[src/rtl/uart_pkg.sv]
`default_nettype none
// ============================================================================
//  Module   : uart_pkg
//  Purpose  : Shared UART constants and receiver state encoding.
//  Revision : 1.0 - initial release
// ============================================================================
package uart_pkg;

   localparam int c_OVERSAMPLE = 16;
   localparam int c_DATA_BITS  = 8;

   typedef enum logic [2:0] {
      ST_IDLE      = 3'd0,
      ST_START     = 3'd1,
      ST_DATA      = 3'd2,
      ST_STOP      = 3'd3,
      ST_WAIT_HIGH = 3'd4
   } rx_state_e;

endpackage
`default_nettype wire

[src/rtl/sync_2ff.sv]
`default_nettype none
// ============================================================================
//  Module   : sync_2ff
//  Purpose  : Two-flop synchronizer for a single asynchronous input.
//  Revision : 1.0 - initial release
// ============================================================================
module sync_2ff #(
   parameter logic RESET_VAL = 1'b1
) (
   input  logic clk,
   input  logic rst_n,
   input  logic d,
   output logic q
);

   logic r_meta;
   logic r_sync;

   always_ff @(posedge clk or negedge rst_n) begin
      if (!rst_n) begin
         r_meta <= RESET_VAL;
         r_sync <= RESET_VAL;
      end else begin
         r_meta <= d;
         r_sync <= r_meta;
      end
   end

   assign q = r_sync;

endmodule
`default_nettype wire

[src/rtl/uart_rx.sv]
`default_nettype none
// ============================================================================
//  Module   : uart_rx
//  Purpose  : Oversampling UART receiver, mid-bit sampling, stop-bit check.
//  Revision : 1.0 - initial release
// ============================================================================
module uart_rx
   import uart_pkg::*;
#(
   parameter int OVERSAMPLE = c_OVERSAMPLE,
   parameter int DATA_BITS  = c_DATA_BITS
) (
   input  logic                 clk,
   input  logic                 rst_n,
   input  logic                 os_tick,
   input  logic                 rx,
   output logic [DATA_BITS-1:0] rx_data,
   output logic                 rx_valid,
   output logic                 frame_err,
   output logic                 busy
);

   localparam int c_TICK_W = $clog2(OVERSAMPLE);
   localparam int c_BIT_W  = $clog2(DATA_BITS + 1);
   localparam logic [c_TICK_W-1:0] c_TICK_LAST = c_TICK_W'(OVERSAMPLE - 1);
   localparam logic [c_TICK_W-1:0] c_TICK_HALF = c_TICK_W'(OVERSAMPLE / 2 - 1);
   localparam logic [c_BIT_W-1:0]  c_BIT_LAST  = c_BIT_W'(DATA_BITS - 1);

   rx_state_e              r_state;
   logic [c_TICK_W-1:0]    r_tick_cnt;
   logic [c_BIT_W-1:0]     r_bit_cnt;
   logic [DATA_BITS-1:0]   r_shift;
   logic [DATA_BITS-1:0]   r_rx_data;
   logic                   r_rx_valid;
   logic                   r_frame_err;
   logic                   w_rx_s;

   sync_2ff #(.RESET_VAL(1'b1)) u_sync (
      .clk   (clk),
      .rst_n (rst_n),
      .d     (rx),
      .q     (w_rx_s)
   );

   always_ff @(posedge clk or negedge rst_n) begin
      if (!rst_n) begin
         r_state     <= ST_IDLE;
         r_tick_cnt  <= '0;
         r_bit_cnt   <= '0;
         r_shift     <= '0;
         r_rx_data   <= '0;
         r_rx_valid  <= 1'b0;
         r_frame_err <= 1'b0;
      end else begin
         r_rx_valid  <= 1'b0;
         r_frame_err <= 1'b0;
         if (os_tick) begin
            case (r_state)
               ST_IDLE: begin
                  if (!w_rx_s) begin
                     r_state    <= ST_START;
                     r_tick_cnt <= '0;
                  end
               end
               // Half a bit after the edge: a high line here was a glitch.
               ST_START: begin
                  if (r_tick_cnt == c_TICK_HALF) begin
                     r_tick_cnt <= '0;
                     r_bit_cnt  <= '0;
                     r_state    <= w_rx_s ? ST_IDLE : ST_DATA;
                  end else begin
                     r_tick_cnt <= r_tick_cnt + 1'b1;
                  end
               end
               ST_DATA: begin
                  if (r_tick_cnt == c_TICK_LAST) begin
                     r_tick_cnt <= '0;
                     r_shift    <= {w_rx_s, r_shift[DATA_BITS-1:1]};
                     r_bit_cnt  <= r_bit_cnt + 1'b1;
                     if (r_bit_cnt == c_BIT_LAST) begin
                        r_state <= ST_STOP;
                     end
                  end else begin
                     r_tick_cnt <= r_tick_cnt + 1'b1;
                  end
               end
               ST_STOP: begin
                  if (r_tick_cnt == c_TICK_LAST) begin
                     r_tick_cnt <= '0;
                     if (w_rx_s) begin
                        r_rx_data  <= r_shift;
                        r_rx_valid <= 1'b1;
                        r_state    <= ST_IDLE;
                     end else begin
                        r_frame_err <= 1'b1;
                        r_state     <= ST_WAIT_HIGH;
                     end
                  end else begin
                     r_tick_cnt <= r_tick_cnt + 1'b1;
                  end
               end
               // A held-low line (break) must not be re-read as new frames.
               ST_WAIT_HIGH: begin
                  if (w_rx_s) begin
                     r_state <= ST_IDLE;
                  end
               end
               default: r_state <= ST_IDLE;
            endcase
         end
      end
   end

   assign rx_data   = r_rx_data;
   assign rx_valid  = r_rx_valid;
   assign frame_err = r_frame_err;
   assign busy      = (r_state != ST_IDLE);

endmodule
`default_nettype wire

[config.mk]
export PLATFORM = sky130hd
export DESIGN_NAME = uart_rx
export DESIGN_NICKNAME = d
export VERILOG_FILES = /design/src/rtl/uart_pkg.sv /design/src/rtl/sync_2ff.sv /design/src/rtl/uart_rx.sv
export SDC_FILE = /design/constraint.sdc
export NUM_CORES = 1
export LEC_CHECK = 0
export CAP_MARGIN = 25
export CORE_ASPECT_RATIO = 0.5
export CORE_UTILIZATION = 30
export DETAILED_ROUTE_END_ITERATION = 8
export GPL_ROUTABILITY_DRIVEN = 0
export PLACE_DENSITY_LB_ADDON = 0.3
export RECOVER_POWER = 25
export SETUP_SLACK_MARGIN = 0.2
export SLEW_MARGIN = 25
export SYNTH_ARGS = -nofsm -noshare
export SYNTH_HDL_FRONTEND = slang
export SYNTH_SLANG_ARGS = --single-unit
[constraint.sdc]
create_clock -name clk -period 5.5 [get_ports clk]
set_input_delay 0.825 -clock clk [delete_from_list [all_inputs] [get_ports clk]]
set_output_delay 0.825 -clock clk [all_outputs]
set_load 0.005 [all_outputs]
### After elaboration in Yosys (flattened, before gate mapping)

Cells that the tools add are included.

| storage, ports and cells | value |
|---|---|
| bits in registers | 31 |
| input bits | 4 |
| output and inout bits | 11 |
| logic and storage cells | 58 |

| cells by class | value |
|---|---|
| add/sub/neg operators | 2 |
| equal/unequal tests | 13 |
| muxes and demuxes | 24 |
| reductions and logical operators | 10 |

Operator list:

| kind | count |
|---|---|
| $mux 3 | 7 |
| $mux 4 | 5 |
| $pmux 3 s5 | 1 |
| $pmux 4 s3 | 1 |
| $ne 2x2->1 const B | 5 |
| $add 4x1->4 const B | 2 |
| $eq 4x3->1 const B | 2 |
| $mux 1 | 8 |
| $pmux 4 s2 | 1 |
| $reduce_and 4->1 | 2 |
| $reduce_and 7->1 | 1 |
| $eq 3x2->1 const B | 2 |
| $reduce_and 3->1 | 2 |
| $reduce_bool 3->1 | 2 |
| $eq 4x4->1 const B | 1 |
| $eq 3x1->1 const B | 1 |
| $eq 3x3->1 const B | 1 |
| $logic_not 3->1 | 1 |
| $mux 2 | 1 |
| $ne 2x1->1 const B | 1 |
| $reduce_bool 2->1 | 1 |
| $reduce_or 2->1 | 1 |

### Depth between registers and ports, before layout

| logic depth | value |
|---|---|
| word-level depth | 4 |
| depth in mapped cells | 6 |
| gate-level depth less buffers | 5 |

### Hierarchy

A second synthesis with hierarchy kept.

| unflattened totals | value |
|---|---|
| cell total of the unflattened synthesis | 116 |
| area total of the unflattened synthesis | 1427.6 µm² |

By module, submodules not included:

| module | instances | cells an instance | area each (µm²) | seq. area each (µm²) |
|---|---|---|---|---|
| uart_rx | 1 | 114 | 1375.1 | 725.7 |
| sync_2ff | 1 | 2 | 52.6 | 52.6 |

### Least setup slack after synthesis

Ideal clock, no wire load.

| path | value |
|---|---|
| kind | input port to flip-flop |
| start point | in os_tick |
| end point | reg r_rx_data[0], in the netlist rx_data[0] |
| setup time | 0.125 ns |
| data arrival time | 1.648 ns |
| required time | 5.375 ns |
| path slack | 3.727 ns |
| cell stages on the path | 4 |
| buffers on the path | 0 |
| cells stage by stage | nand4_1 > nor2_1 > nand4b_2 > mux2_2 |

| between the ends | value |
|---|---|
| word-level cells in the longest chain between the ends | 1 |

Ends and longest elaborated chain:

| what | line | RTL |
|---|---|---|
| from (decl) | uart_rx.sv:15 | `input logic os_tick,` |
| $reduce_and 4->1 (no source line) | - |  |
| to (signal assigned) | uart_rx.sv:91 | `r_rx_data <= r_shift;` |
| to (decl) | uart_rx.sv:33 | `logic [DATA_BITS-1:0] r_rx_data;` |

Every way passes these cells.
A chain may end at the register's enable or synchronous reset.

### Worst setup path in the final report

| path | value |
|---|---|
| start point | reg r_state[1] |
| end point | out busy |

| between the ends | value |
|---|---|
| word-level cells in the longest chain between the ends | 1 |

Ends and longest elaborated chain:

| what | line | RTL |
|---|---|---|
| from (decl) | uart_rx.sv:29 | `rx_state_e r_state;` |
| from (signal assigned) | uart_rx.sv:70 | `r_state <= w_rx_s ? ST_IDLE : ST_DATA;` |
| $reduce_bool 3->1 | uart_rx.sv:117 | `assign busy = (r_state != ST_IDLE);` |
| to (decl) | uart_rx.sv:20 | `output logic busy` |

Every way passes these cells.

==> results.md <==
- Outcome: finished with violations
- Failing checks: capacitance limit, slew limit
- Leak pwr: 0.783 nW
- Met3 usage: 3.83%
- Routed WL: 2310 um
- Asr flop ratio synth: 100%
- Reg clk slew, reported paths: 0.07 ns
- Post-CTS sizing: 0
- DR WL/cell: 12.8 um
- FF+latch count, synth: 31
- Crit-path max cell delay: 0.49 ns
- Met2 usage: 15.4%
- TritonCTS clock tree: done
- Final TNS setup: 0 ns
- Post-CTS setup buffers: 0
- Peak supply drop: 138 uV
- Most area-hungry cell type in the Yosys netlist: dfrtp_1
- Ant diodes: 0
- Max_slew headroom: -10.2%
- Die area: 4820 sq um
- Power per cell area: 344 nW/um^2
- Core Area: 4120 sq um
- Top cell type's share of synthesized area: 53.4%
- Arr. time, crit path: 1.63 ns
- Final max-slew violation count: 32
- Period utilisation layout: 44.7%
- Chip Height: 49.6 um
- Placed instance count: 173
- Fmax: 407 MHz
- I/O pin cnt: 15
- Clock sinks: 31
- Post-synth net total: 113
- Initial antenna violation count: 0
- Vias in the first global route: 820
- Total GRT Usage: 11.0%
- TritonRoute pass-1 iters: 4
- Register area share after synthesis: 57.3%
- Cell Rows: 16
- Post-Syn Instances: 107
- Crit path cell chain: or3_1, clkdlybuf4s50_1
- Most used DFF post-synth: dfrtp_1
- Syn_area_per_cell: 12.7 sq um
- CP endpoint kind: output pin
- Dpl hpwl: 1520 um
- Required @ worst endpoint: 4.68 ns
- Yosys Warn Count: 0
- Clock root buffer: clkbuf_8
- Share of post-route cells with drive strength above 1: 26.8%
- Hold Buf Count CTS: 0
- Count of input and output buffers: 14
- Library cells used by synthesis: 36
- Clock Skews: 0.00496 ns
- Most frequent cell after synthesis: dfrtp_1
- Clk_lat worst skew: 0.29 ns
- Post-synth EDFFs: 0
- Met1 global-route usage: 15.1%
- Final hold violation count: 0
- Non-filler cells in the finished layout: 181
- Crit Path Category: reg -> out
- Final nets: 132
- Final Setup Violations: 0
- Largest net degree at the start of global routing: 32
- Area growth from synthesis to layout: 20.8%
- Post-synth top cells: dfrtp_1 (29), mux2_2 (17), o21ai_0 (10)
- Slew @ Worst Pin: 1.65 ns
- Total of max-cap violations: 1
- CTS Buf Count: 5
- Starting Density: 32.9%
- 1st-iter DRT viols: 48
- Kind of start point of the critical path: flip-flop
- RSZ-0062 raised after global routing: no
- Max clock buf depth: 2
- Hold Crit Class: reg -> reg
- Busiest layer in global routing: met2
- Avg Vias per Cell: 4.91
- Final core utilization: 39.8%
- Crit Path Max Fanout: 13
- Die X: 97.2 um
- Via count: 888
- Mapped Area: 1360 sq um
- First-pass GRT wire length: 4040 um
- Remaining global-route overflow: 0
- H-tree levels: 2
- Min Tclk post-route: 2.46 ns
- Top cells by area, synth: dfrtp_1 (53%), mux2_2 (14%), dfstp_2 (3.9%), o21ai_0 (3.7%), ha_1 (1.8%)
- Slowest-stage cell, CP: dfrtp_1
- Remaining DRCs: 0
- DRT antenna net count: 0
==> path summary, 6_finish.rpt <==
| path | depth (start not counted) | startpoint | slack (ns) | to |
|---|---|---|---|---|
| max in group asynchronous | 2 | rst_n | 3.05 | r_state[1] |
| setup / recovery | 2 | r_state[1] | 3.04 | busy |
| min in group asynchronous | 2 | rst_n | 1.49 | rx_data[6] |
| hold / removal | 0 | u_sync.r_meta | 0.36 | u_sync.q |
| setup reg to reg | 3 | r_state[1] | 3.58 | r_shift[5] |
| hold reg to reg | 0 | u_sync.r_meta | 0.36 | u_sync.q |
==> state kept, by name (all words and copies together) (netlist names) <==
| signal | cells |
|---|---|
| r_state | 3 |
| frame_err | 1 |
| u_sync.r_meta | 1 |
| u_sync.q | 1 |
| r_bit_cnt | 4 |
| rx_data | 8 |
| r_shift | 8 |
| rx_valid | 1 |
| r_tick_cnt | 4 |
==> per-layer routing <==
metal,share of wire (%),routed length (um),vias up
li1,-,-,429
met1,54,1260,440
met2,41,950,17
met3,3.6,84,2
met4,0.95,22,0
met5,0,0,-
==> area by class of cell <==
type | count | area [sq um]
multi-input cells | 70 | 552
flip-flops and latches | 31 | 778
well taps | 54 | 67.6
clock inverters | 3 | 20.0
clock buffers | 5 | 68.8
repair buffers | 15 | 144
inverters | 3 | 11.3
fillers | 389 | 2480
==> worst max-delay path: cells and delay by family, from the launching register on <==
kind | cells | cell delay [ns]
simple gates | 1 | 0.41
buf+inv | 1 | 0.45
flops | 1 | 0.49
==> cell families (layout without fill, tap and decap cells) <==
group / Yosys count / after routing / synth area share [%]
muxes: 18 / 18 / 14.8
AOI/OAI and AO/OA: 19 / 19 / 9.30
buffers and inverters: 6 / 26 / 2.12
adders and majority gates: 2 / 2 / 1.84
and+or+nand+nor: 31 / 31 / 14.6
DFF: 31 / 31 / 57.3
==> metrics by stage <==
step                hold slack [ns]  area [sq um]  power [mW]  setup slack (ns)
finish                        0.358          1640       0.564              3.04
global route                  0.369          1640       0.596              2.63
CTS                           0.359          1650       0.571              3.03
detailed placement            0.349          1560       0.391              2.94
global placement              0.346          1560       0.387              2.93
floorplan                     0.345          1360       0.357              3.73
==> layout by cell type, fill, tap and decap left out, types with 2 or more instances in the layout <==
cell type / instances
a22o_1: 2
clkbuf_8: 5
clkdlybuf4s50_1: 12
clkinvlp_4: 2
dfrtp_1: 29
dfstp_2: 2
dlygate4sd3_1: 2
ha_1: 2
inv_1: 3
mux2_2: 17
nand2_1: 6
nand3_1: 2
nand4_1: 2
nor2_1: 5
nor3b_1: 2
o21ai_0: 10
==> report_power, final <==
| part | switching [mW] | internal, mW | total (mW) | leakage [nW] |
|---|---|---|---|---|
| logic | 0.0470 | 0.0545 | 0.102 | 0.323 |
| registers | 0.0359 | 0.248 | 0.284 | 0.420 |
| clock network | 0.0911 | 0.0879 | 0.179 | 0.0402 |
| total | 0.174 | 0.390 | 0.564 | 0.783 |
No activity file was read; power rests on OpenSTA's default activity.
